### src/rtl/sync_jk_updown_counter.sv
// Parameterised modulo-MOD up/down counter built from parallel JK toggle stages, with load, enable, tc and wrap.
// Latency: q, and the registered wrap pulse, update on the rising clk edge after the inputs are sampled; j, k and tc are combinational.
// Backpressure: none; en=0 holds the count, load is honoured regardless of en, tc can feed a downstream en.
module sync_jk_updown_counter #(
    parameter int WIDTH = 3,
    parameter int MOD   = 2**WIDTH
) (
    input  logic             clk,
    input  logic             rst,
    input  logic             en,
    input  logic             ud,
    input  logic             load,
    input  logic [WIDTH-1:0] load_val,
    output logic [WIDTH-1:0] q,
    output logic [WIDTH-1:0] j,
    output logic [WIDTH-1:0] k,
    output logic             tc,
    output logic             wrap
);
    localparam logic [WIDTH:0]   MOD_W = (WIDTH+1)'(MOD);
    localparam logic [WIDTH-1:0] MAX_Q = WIDTH'(MOD - 1);

    logic [WIDTH-1:0] nxt;

    // Target state; the stages only ever see it through their toggle excitation.
    always_comb begin
        nxt = q;
        if (load) begin
            nxt = ({1'b0, load_val} < MOD_W) ? load_val : MAX_Q;
        end else if (en) begin
            if (ud) begin
                // q >= MAX_Q also folds corrupted out-of-range states back to 0.
                nxt = (q >= MAX_Q) ? '0 : q + 1'b1;
            end else begin
                nxt = (q == '0) ? MAX_Q : q - 1'b1;
            end
        end
    end

    assign j  = rst ? '0 : (q ^ nxt);
    assign k  = j;
    assign tc = ~rst & en & ~load & ((ud & (q == MAX_Q)) | (~ud & (q == '0)));

    always_ff @(posedge clk or posedge rst) begin
        if (rst) begin
            q    <= '0;
            wrap <= 1'b0;
        end else begin
            wrap <= tc;
            for (int i = 0; i < WIDTH; i++) begin
                case ({j[i], k[i]})
                    2'b01:   q[i] <= 1'b0;
                    2'b10:   q[i] <= 1'b1;
                    2'b11:   q[i] <= ~q[i];
                    default: q[i] <= q[i];
                endcase
            end
        end
    end
endmodule
### config.mk
export PLATFORM = sky130hd
export DESIGN_NAME = sync_jk_updown_counter
export DESIGN_NICKNAME = d
export VERILOG_FILES = /design/src/rtl/sync_jk_updown_counter.sv
export SDC_FILE = /design/constraint.sdc
export NUM_CORES = 1
export LEC_CHECK = 0
export ABC_AREA = 1
export BUFFER_PORTS_ARGS = -buffer_cell sky130_fd_sc_hd__buf_4
export CORE_AREA = 3 3 40 42
export CTS_BUF_LIST = sky130_fd_sc_hd__clkbuf_16
export DETAILED_ROUTE_END_ITERATION = 10
export DIE_AREA = 0 0 43 45
export PLACE_DENSITY_LB_ADDON = 0.15
export SYNTH_ARGS = -nofsm -noshare
export SYNTH_HDL_FRONTEND = slang
export SYNTH_SLANG_ARGS = --single-unit
### constraint.sdc
create_clock -name clk -period 1.55 [get_ports clk]
set_input_delay 0.2325 -clock clk [delete_from_list [all_inputs] [get_ports clk]]
set_output_delay 0.2325 -clock clk [all_outputs]
set_load 0.01 [all_outputs]
==> metrics.csv, run 1 <==
metric;value;unit
outcome;finished with violations;
violations;negative setup slack;
path_cells;ha_4 -> ha_4 -> o21ai_1 -> nand3_1 -> nand2_2 -> o21ai_2 -> xor2_1 -> nor2_2 -> buf_4;
track_usage;0.1483;
drv_cap;0;
die_w;43;µm
grt_max_degree;7;
num-fill-cells;109;
max_slew_margin;0.8355;
max_freq;0.5027;GHz
worstPathRequired;1.32;ns
cp.depth;9;
layout.cells.most_common_list;buf_4 (26), nand2_2 (8), nand2_1 (7);
post-route-period-util;1.283;
yosys_register_bits;4;
layout_commonest_cell;buf_4;
drc;0;
multi_input_area;385.4;µm²
timing.critical_path.buf_inv;1;
slew_viol_final;0;
r2r-start;q[0]$_DFFE_PP0P_;
use_met2;0.2695;
grt_overflow_total;0;
syn-num-nets;77;
crit_start;q[0]$_DFFE_PP0P_;
io_pins;19;
final_area;823.3;µm²
clock-sinks;4;
layout.nets;105;
antenna_found_initial;0;
finalSetupViolations;7;
tns;-2.471;ns
dp_hpwl;973;µm
grt_pass1_vias;483;
drive_above_1_share;0.6739;
synth.distinct_cells;21;
ir_drop;0.8475;mV
post_drt_via_cell_ratio;4.766;
clockRootBuffer;clkbuf_16;
ys_seq_area_frac;0.2273;
synth_area_per_cell;6.776;µm²
grt-busiest-layer;met2;
period_minus_slack;1.989;ns
tightest_slew;0.2467;ns
synth_area;440.4;µm²
skew;0.004146;ns
numPortBuffers;18;
timing.hold.ws;0.09047;ns
met3_usage;0.04781;
drt_wl_total;1294;µm
hold_class;primary input to async pin;
p_leak;0.0003956;µW
worst_path_most_repeated_cell;ha_4;
place.gp.congestion;0.8271;
cp_slowest_cell;dfrtp_2;
rows;13;
worst_r2r_path_depth;7;
drtIter0Drc;4;
met1_usage;0.1691;
tritoncts;built;
h-tree-depth;1;
dp.cells;101;
syn2layout_area_growth;86.93;%
dr.pass1.iters;3;
ys_warn_count;0;
finalHoldViolCount;0;
routedWlPerCell;12.09;µm
antenna_cells;0;
fin_cells;107;
cts.clk_slew.worst_paths;0.03;ns
clk_path_buf_depth;2;
start_util;0.3427;
critical_path_class;register to output pin;
cts_buffers;3;
vias;510;
antenna_left;0;
fp.dieH;45;µm
post_dp_cell_area;695.7;µm²
grt_pass1_wl;2152;µm
ff_latch_area;102.6;µm²
synth_cells;65;
cp_top_family;flip-flops;
cp-start-kind;register;
die_area;0.001935;mm²
rsz0062_at_grt;yes;
core;0.001285;mm²
clkLatencyLatePin;0.23;ns
crit_fanout;4;
slowest_delay;0.44;ns
power_density;1098;mW/mm²
end_kind;output pin;
critical_path_arrival;1.76;ns
fin_ws;-0.4392;ns
==> layout make-up <==
class | instances | area share
clock inverters | 1 | 0.004559
multi-input cells | 49 | 0.4681
clock buffers | 3 | 0.09119
inverters | 8 | 0.03951
repair buffers | 27 | 0.2492
well taps | 15 | 0.02280
flip-flops and latches | 4 | 0.1246
==> synthesized netlist by cell type <==
cell,number,area (µm²)
inv_2,1,3.750
xor2_1,1,8.760
nand2_2,3,18.77
nand2_1,12,45.04
dfrtp_1,4,100.1
o21ai_0,4,20.02
nor2_1,3,11.26
buf_2,1,5.000
o21ai_2,1,8.760
a21oi_1,5,25.02
nand3_2,1,10.01
or2_0,1,6.260
ha_1,4,50.05
buf_4,3,22.52
o211ai_1,1,7.510
a21oi_2,1,8.760
nor3_1,1,5.000
nand3_1,9,45.04
inv_1,6,22.52
clkinv_1,1,3.750
or2_2,2,12.51
==> worst min-delay path, cell delays in order <==
cell and delay [ns]:
buf_4 0.12, clkinv_1 0.12, buf_4 0.17
==> kinds of logic (layout without fill, tap and decap cells) <==
| kind of cell | Yosys count | after routing | share of synthesized area |
|---|---|---|---|
| and+or+nand+nor | 32 | 32 | 0.3494 |
| AOI/OAI and AO/OA | 12 | 12 | 0.1591 |
| xor gates and xnor gates | 1 | 1 | 0.01989 |
| buffers and inverters | 12 | 39 | 0.1306 |
| DFF | 4 | 4 | 0.2273 |
| adders and majority gates | 4 | 4 | 0.1136 |
==> report_power, final <==
part	switching [µW]	internal, µW
Sequential	22.3	118
Clock	83.0	334
Combinational	174	173
==> path summary, 6_finish.rpt <==
check	to	slack, ns
worst min-delay path	q[1]$_DFFE_PP0P_	0.09
min in group clk	wrap$_DFF_PP0_	0.21
max in group asynchronous	q[0]$_DFFE_PP0P_	0.93
worst max register to register	q[0]$_DFFE_PP0P_	0.15
worst min register to register	q[2]$_DFFE_PP0P_	0.74
worst max-delay path	j[0]	-0.44
==> layer usage <==
layer / wire (µm) / part of all wire
met5: 0 / 0
met2: 691 / 0.53
met4: 0 / 0
met3: 68 / 0.053
met1: 534 / 0.41
==> metrics by stage <==
stage / setup slack [ns] / total power, µW / utilization
after detailed placement: -0.1771 / 458.4 / 0.5414
after CTS: -0.4467 / 891.6 / 0.6241
final: -0.4392 / 904.3 / 0.6407
after floorplan: -0.2164 / 346.8 / -
after global routing: -0.5059 / 961.5 / 0.6407
after global placement: -0.1662 / 454.1 / 0.5414
==> repair_timing <==
| item | 4_1_cts | 5_1_grt |
|---|---|---|
| resized for setup | 5 | 5 |
| hold endpoints to repair | 1 | 0 |
| endpoints found under the setup margin | 7 | 7 |
| buffers inserted | 0 | 1 |
| pin swaps | 4 | 2 |
| hold buffers | 1 | 0 |
==> sequential cells by signal (all words and copies together) (netlist names) <==
name  flops
q         3
wrap      1
No activity file was read; power rests on OpenSTA's default activity.
==> run 2: changes to the inputs <==
--- a/config.mk
+++ b/config.mk
@@ -11,7 +11,7 @@
 export CTS_BUF_LIST = sky130_fd_sc_hd__clkbuf_16
 export DETAILED_ROUTE_END_ITERATION = 10
 export DIE_AREA = 0 0 43 45
-export PLACE_DENSITY_LB_ADDON = 0.15
+export PLACE_DENSITY = 0.73
 export SYNTH_ARGS = -nofsm -noshare
 export SYNTH_HDL_FRONTEND = slang
 export SYNTH_SLANG_ARGS = --single-unit
==> constraint.sdc (replaced) <==
create_clock -name clk -period 1.55 [get_ports clk]
set_input_delay 0.2325 -clock clk [delete_from_list [all_inputs] [get_ports clk]]
set_output_delay 0.2325 -clock clk [all_outputs]
set_load 0.005 [all_outputs]
==> run 2 against run 1 <==
The run still ends with negative setup slack left. Clock power fell by 1%. Worst setup slack better by 0.0025 ns. Cell area down 3.2%. Largest cell class unchanged. Largest power group unchanged. Highest routed layer is now met4.
==> metrics.csv, run 2 (synthesis results as in run 1) <==
metric;value;unit;change
skew;0.001706;ns;-0.002440 ns
core;0.001285;mm²;unchanged
num-fill-cells;119;;+9.2%
slowest_delay;0.44;ns;about the same
antenna_found_initial;0;;unchanged
drtIter0Drc;9;;+5
p_seq_frac;0.159;;+0.004
rsz0062_at_grt;yes;;
critical_path_arrival;1.75;ns;about the same
crit_fanout;4;;unchanged
slew_viol_final;0;;unchanged
cp_slowest_cell;dfrtp_2;;
clock_power_share;0.474;;+0.013
max_freq;0.5033;GHz;+0.13%
switching_share;0.2923;;-0.01675
outcome;finished with violations;;
max_slew_margin;0.8150;;-0.02054
p_comb_frac;0.367;;-0.017
cp-start-kind;register;;
drt_wl_total;1267;µm;-2.1%
grt_pass1_wl;2070;µm;-3.8%
fin_ws;-0.4367;ns;+0.002515 ns
die_area;0.001935;mm²;unchanged
p_int;615.3;µW;-1.5%
cts_buffers;3;;unchanged
p_leak;0.0003877;µW;-2.0%
grt_max_degree;8;;+1
layout.nets;104;;-0.95%
clockRootBuffer;clkbuf_16;;
clkLatencyLatePin;0.23;ns;about the same
cts.clk_slew.worst_paths;0.03;ns;about the same
vias;521;;+2.2%
r2r-start;q[1]$_DFFE_PP0P_;;
largest_reg_flops;3;;unchanged
fin_cells;106;;-0.93%
post-route-period-util;1.282;;-0.001623
syn2layout_area_growth;80.97;%;
numPortBuffers;18;;unchanged
antenna_left;0;;unchanged
place.gp.congestion;0.7728;;-6.6%
period_minus_slack;1.987;ns;-0.002515 ns
critical_path_class;register to output pin;;
dp.cells;100;;-0.99%
finalHoldViolCount;0;;unchanged
rows;13;;unchanged
switchingPower;254.2;µW;-9.1%
layout.cells.most_common_list;buf_4 (25), nand2_1 (10), nand3_1 (6);;
clock-sinks;4;;unchanged
routedWlPerCell;11.95;µm;-1.2%
grt_overflow_total;0;;unchanged
tightest_slew;0.2763;ns;+0.02960 ns
crit_start;q[1]$_DFFE_PP0P_;;
die_w;43;µm;unchanged
h-tree-depth;1;;unchanged
multi_input_area;366.6;µm²;-4.9%
top_regs;q x3, wrap x1;;
drc;0;;unchanged
io_pins;19;;unchanged
path_cells;ha_4 -> ha_4 -> o21ai_2 -> nand3_1 -> nand2_1 -> o21ai_2 -> xor2_1 -> nor2_1 -> buf_4;;
finalSetupViolations;7;;unchanged
power_density;1091;mW/mm²;-0.67%
violations;negative setup slack;;
layout_commonest_cell;buf_4;;
top_register;q;;
tritoncts;built;;
ff_latch_area;102.6;µm²;unchanged
dr.pass1.iters;5;;+2
hold_class;primary input to async pin;;
ir_drop;0.9229;mV;+8.9%
drive_above_1_share;0.6044;;-0.06952
worstPathRequired;1.32;ns;about the same
post_drt_via_cell_ratio;4.915;;+3.1%
grt_pass1_vias;498;;+3.1%
drv_cap;0;;unchanged
clk_path_buf_depth;2;;unchanged
start_util;0.3427;;unchanged
fp.dieH;45;µm;unchanged
track_usage;0.1486;;+0.0002476
antenna_cells;0;;unchanged
fin_util;0.6203;;-0.02045
dp_hpwl;963.2;µm;-1.0%
post-place-ws;-0.1895;ns;-0.01242 ns
end_kind;output pin;;
-- run 2: area by class of cell --
class / instances / area share
multi-input cells: 49 / 0.4600
repair buffers: 26 / 0.2480
flip-flops and latches: 4 / 0.1287
clock buffers: 3 / 0.09419
inverters: 8 / 0.04082
well taps: 15 / 0.02355
clock inverters: 1 / 0.004710
-- run 2: worst paths after layout --
kind | to | slack (ns) | cells past startpoint
max in group asynchronous | q[0]$_DFFE_PP0P_ | 0.87 | 3
hold / removal | q[2]$_DFFE_PP0P_ | 0.1 | 3
setup / recovery | j[0] | -0.44 | 9
min in group clk | wrap$_DFF_PP0_ | 0.21 | 2
setup reg to reg | q[0]$_DFFE_PP0P_ | 0.11 | 8
hold reg to reg | q[1]$_DFFE_PP0P_ | 0.69 | 2
-- run 2: power by group through the flow --
stage               clock, µW  combinational [µW]  sequential [µW]
global route              433                 354              141
finish                    412                 319              138
global placement            0                 277              138
CTS                       422                 298              138
detailed placement          0                 287              138
floorplan                   0                 175              140
-- run 2: through the flow --
stage | area, µm² | power, µW | setup TNS [ns] | hold slack, ns
final | 797.0 | 869.5 | -2.561 | 0.09721
after global routing | 797.0 | 928.0 | -3.240 | 0.1234
after floorplan | 495.5 | 315.7 | -0.4513 | 0.01587
after global placement | 660.6 | 415.5 | -0.7407 | 0.1520
after detailed placement | 660.6 | 424.6 | -1.030 | 0.1590
after CTS | 768.2 | 857.8 | -2.490 | 0.09125
-- run 2: per-layer routing --
metal,up-vias,track usage,routed length (µm)
li1,265,-,-
met1,233,0.1626,502
met2,19,0.2485,664
met3,4,0.05179,66
met4,0,0.09036,34
met5,-,0,0
-- run 2: critical path: cells and delay by family, from the launching register on --
family	cells	cell delay, ns
adders and majority gates	2	0.34
buffers and inverters	1	0.13
DFF	1	0.44
AOI/OAI and AO/OA	2	0.18
xor gates and xnor gates	1	0.14
and+or+nand+nor	3	0.31
-- run 2: repair_timing --
item / CTS / global route
buffers inserted: 1 / 0
hold buffers: 1 / 0
pin swaps: 4 / 5
gates resized for setup: 3 / 9
setup endpoints to repair: 7 / 8
endpoints found under the hold margin: 2 / 0
==> run 3: changes to the inputs <==
--- a/config.mk
+++ b/config.mk
@@ -5,13 +5,12 @@
 export SDC_FILE = /design/constraint.sdc
 export NUM_CORES = 1
 export LEC_CHECK = 0
-export ABC_AREA = 1
 export BUFFER_PORTS_ARGS = -buffer_cell sky130_fd_sc_hd__buf_4
 export CORE_AREA = 3 3 40 42
 export CTS_BUF_LIST = sky130_fd_sc_hd__clkbuf_16
 export DETAILED_ROUTE_END_ITERATION = 10
 export DIE_AREA = 0 0 43 45
-export PLACE_DENSITY = 0.73
+export PLACE_DENSITY = 0.78
 export SYNTH_ARGS = -nofsm -noshare
 export SYNTH_HDL_FRONTEND = slang
 export SYNTH_SLANG_ARGS = --single-unit
==> run 3 against run 2 <==
The flow still finishes with violations (negative setup slack). Register-to-register slack got worse by 0.37 ns. Clock-buffer cell count unchanged. Sequential cell count is the same. Clock skew grew 0.0021 ns. Global-route usage rose by 4.0 points. Power up 27%. Sequential power grew 4%. Synthesized area up 12%. Worst setup slack worse by 0.25 ns. Synthesized cell count is 9.2% lower. Critical path depth shrank 2. Largest cell class unchanged.
==> metrics.csv, run 3 <==
metric;value;unit;change
outcome;finished with violations;;
violations;negative setup slack;;
largest_reg_flops;3;;unchanged
routedWlPerCell;16.61;µm;+39%
die_w;43;µm;unchanged
post-route-period-util;1.442;;+0.1603
drt-met1-wl;742;µm;+48%
rsz0062_at_grt;yes;;
fin_total_pwr;1103;µW;+27%
synth_area;494.2;µm²;+12%
worstPathRequired;1.32;ns;about the same
max_slew_margin;0.7938;;-0.02113
grt_overflow_total;0;;unchanged
fp.dieH;45;µm;unchanged
drc;0;;unchanged
die_area;0.001935;mm²;unchanged
synth_top_family_by_area;compound AO/OA/AOI/OAI gates;;
io_pins;19;;unchanged
antenna_found_initial;0;;unchanged
p_leak;0.0004508;µW;+16%
yosys.area.top_type_share;0.2025;;-0.02474
antenna_cells;0;;unchanged
drv_cap;0;;unchanged
synth_cells;59;;-9.2%
route.met2.wl;921;µm;+39%
synth.largest_area_cell;dfrtp_1;;
vias;596;;+14%
grt_pass1_vias;571;;+15%
layout_commonest_cell;buf_4;;
dr.pass1.iters;4;;-1
tightest_slew;0.3085;ns;+0.03218 ns
cts_buffers;3;;unchanged
synth-xor-area-share;0.01772;;-0.002165
dp_hpwl;1050;µm;+9.0%
grt_pass1_wl;2594;µm;+25%
clk_path_buf_depth;2;;unchanged
crit_fanout;4;;unchanged
top_layer;met4;;
yosys_register_bits;4;;unchanged
start_util;0.3846;;+0.04187
skew;0.003840;ns;+0.002134 ns
drtIter0Drc;3;;-6
h-tree-depth;1;;unchanged
power_density;1115;mW/mm²;+2.2%
antenna_left;0;;unchanged
numPortBuffers;18;;unchanged
finalHoldViolCount;0;;unchanged
critical_path_arrival;2.00;ns;+0.25 ns
muxShareOfSynthArea;0.05063;;+0.05063
synth_area_per_cell;8.377;µm²;+24%
end_kind;output pin;;
final_area;989.7;µm²;+24%
synth.distinct_cells;30;;+43%
postCtsHoldBufs;0;;-1
top_regs;q x3, wrap x1;;
ys_warn_count;0;;unchanged
drive_above_1_share;0.6809;;+0.07646
fin_util;0.7702;;+0.1500
grt_max_degree;10;;+2
top_register;q;;
layout.cells.most_common_list;buf_4 (32), nor2_1 (5), nand2_1 (5), buf_6 (5), ha_4 (4);;
place.gp.congestion;0.8231;;+6.5%
max_freq;0.4474;GHz;-11%
ir_drop;0.9016;mV;-2.3%
clkLatencyLatePin;0.23;ns;about the same
fin_ws;-0.6851;ns;-0.2484 ns
period_minus_slack;2.235;ns;+0.2484 ns
syn-num-nets;71;;-7.8%
post-place-ws;-0.4234;ns;-0.2339 ns
netlist_top_cells_area;dfrtp_1 (20%), ha_1 (10%), buf_4 (4.6%), nor2_1 (4.6%), nor3b_1 (4.6%);;
post_drt_via_cell_ratio;5.468;;+11%
synthAdderAreaFrac;0.1013;;-0.01237
cp-start-kind;register;;
track_usage;0.1883;;+0.03975
ff_latch_area;102.6;µm²;unchanged
ys_seq_area_frac;0.2025;;-0.02474
rows;13;;unchanged
multi_input_area;478.0;µm²;+30%
layout.nets;107;;+2.9%
num-fill-cells;96;;-19%
core;0.001285;mm²;unchanged
synth_edf_count;0;;unchanged
syn2layout_area_growth;100.3;%;
synth_flop_cell;dfrtp_1;;
tritoncts;built;;
clock-sinks;4;;unchanged
synth_compound_area_frac;0.2962;;+0.1371
drt_wl_total;1811;µm;+43%
synth_simple_gate_area_frac;0.2127;;-0.1368
post_dp_cell_area;726.9;µm²;+10%
synth_most_common_cell;nor2_1;;
timing.hold.ws;0.05445;ns;-0.04276 ns
cts.clk_slew.worst_paths;0.03;ns;about the same
hold_class;primary input to async pin;;
slew_viol_final;0;;unchanged
critical_path_class;register to output pin;;
finalSetupViolations;10;;+3
wl_met3;79;µm;+20%
async_flop_share;1.000;;unchanged
netlist_top_cells_count;nor2_1 (6), nand2_1 (5), dfrtp_1 (4), ha_1 (4);;
clockRootBuffer;clkbuf_16;;
==> run 3: cell types whose count changed in the layout (fill, tap and decap cells not counted), moves of 3 or more <==
cell,change
buf_4,+7
nand3_1,-6
buf_6,+5
nand2_1,-5
nand2_2,-5
nand3_2,-4
nor2_1,+4
inv_1,-3
==> run 3: critical path, stage by stage (launching register included) <==
cell	delay (ns)
dfrtp_2	0.44
ha_4	0.18
ha_4	0.16
a31oi_4	0.18
a21boi_2	0.09
o31a_1	0.28
mux2_4	0.33
buf_6	0.12
==> run 3: stage by stage <==
step                      TNS, ns  instances
after floorplan            -1.279         59
after global placement     -2.123         98
after detailed placement   -2.530         98
after CTS                  -4.346        110
after global routing       -4.831        109
final                      -4.197        109
==> run 3: kinds of logic (layout without fill, tap and decap cells) <==
logic type / Yosys count / after routing
muxes: 2 / 2
xor gates and xnor gates: 1 / 1
adders and majority gates: 4 / 4
and+or+nand+nor: 21 / 21
buffers and inverters: 10 / 45
AOI/OAI and AO/OA: 17 / 17
DFF: 4 / 4
==> run 3: timing repair <==
item	4_1_cts	5_1_grt
endpoints found under the setup margin	10	11
pin swaps	6	3
cloned	0	0
resized for setup	12	14
setup buffers	8	0
==> run 3: routing by layer <==
layer | global-route usage | up-vias
met5 | 0 | -
met4 | 0.1446 | 0
met3 | 0.02789 | 9
met2 | 0.3383 | 23
met1 | 0.1981 | 286
li1 | - | 278
==> run 3: power breakdown <==
| part | switching [µW] | internal [µW] |
|---|---|---|
| sequential | 22.2 | 121 |
| combinational | 237 | 307 |
| clock | 82.5 | 334 |
| total | 342 | 761 |
==> run 3: area by class of cell <==
cell class                      instances  share of cell area
Clock buffer                            3             0.07585
Clock inverter                          1            0.003793
Inverter                                4             0.01517
Multi-Input combinational cell         45              0.4829
Sequential cell                         4              0.1037
Tap cell                               15             0.01896
Timing Repair Buffer                   37              0.2996
==> run 3: final timing paths <==
check / end / start / cells past startpoint / slack [ns]
max reg2reg: q[2]$_DFFE_PP0P_ / q[1]$_DFFE_PP0P_ / 9 / -0.26
min reg2reg: q[1]$_DFFE_PP0P_ / q[1]$_DFFE_PP0P_ / 3 / 0.79
max in group asynchronous: q[1]$_DFFE_PP0P_ / rst / 3 / 1.36
max: j[1] / q[1]$_DFFE_PP0P_ / 7 / -0.69
min in group clk: q[2]$_DFFE_PP0P_ / rst / 2 / 0.30
min: q[0]$_DFFE_PP0P_ / rst / 3 / 0.05
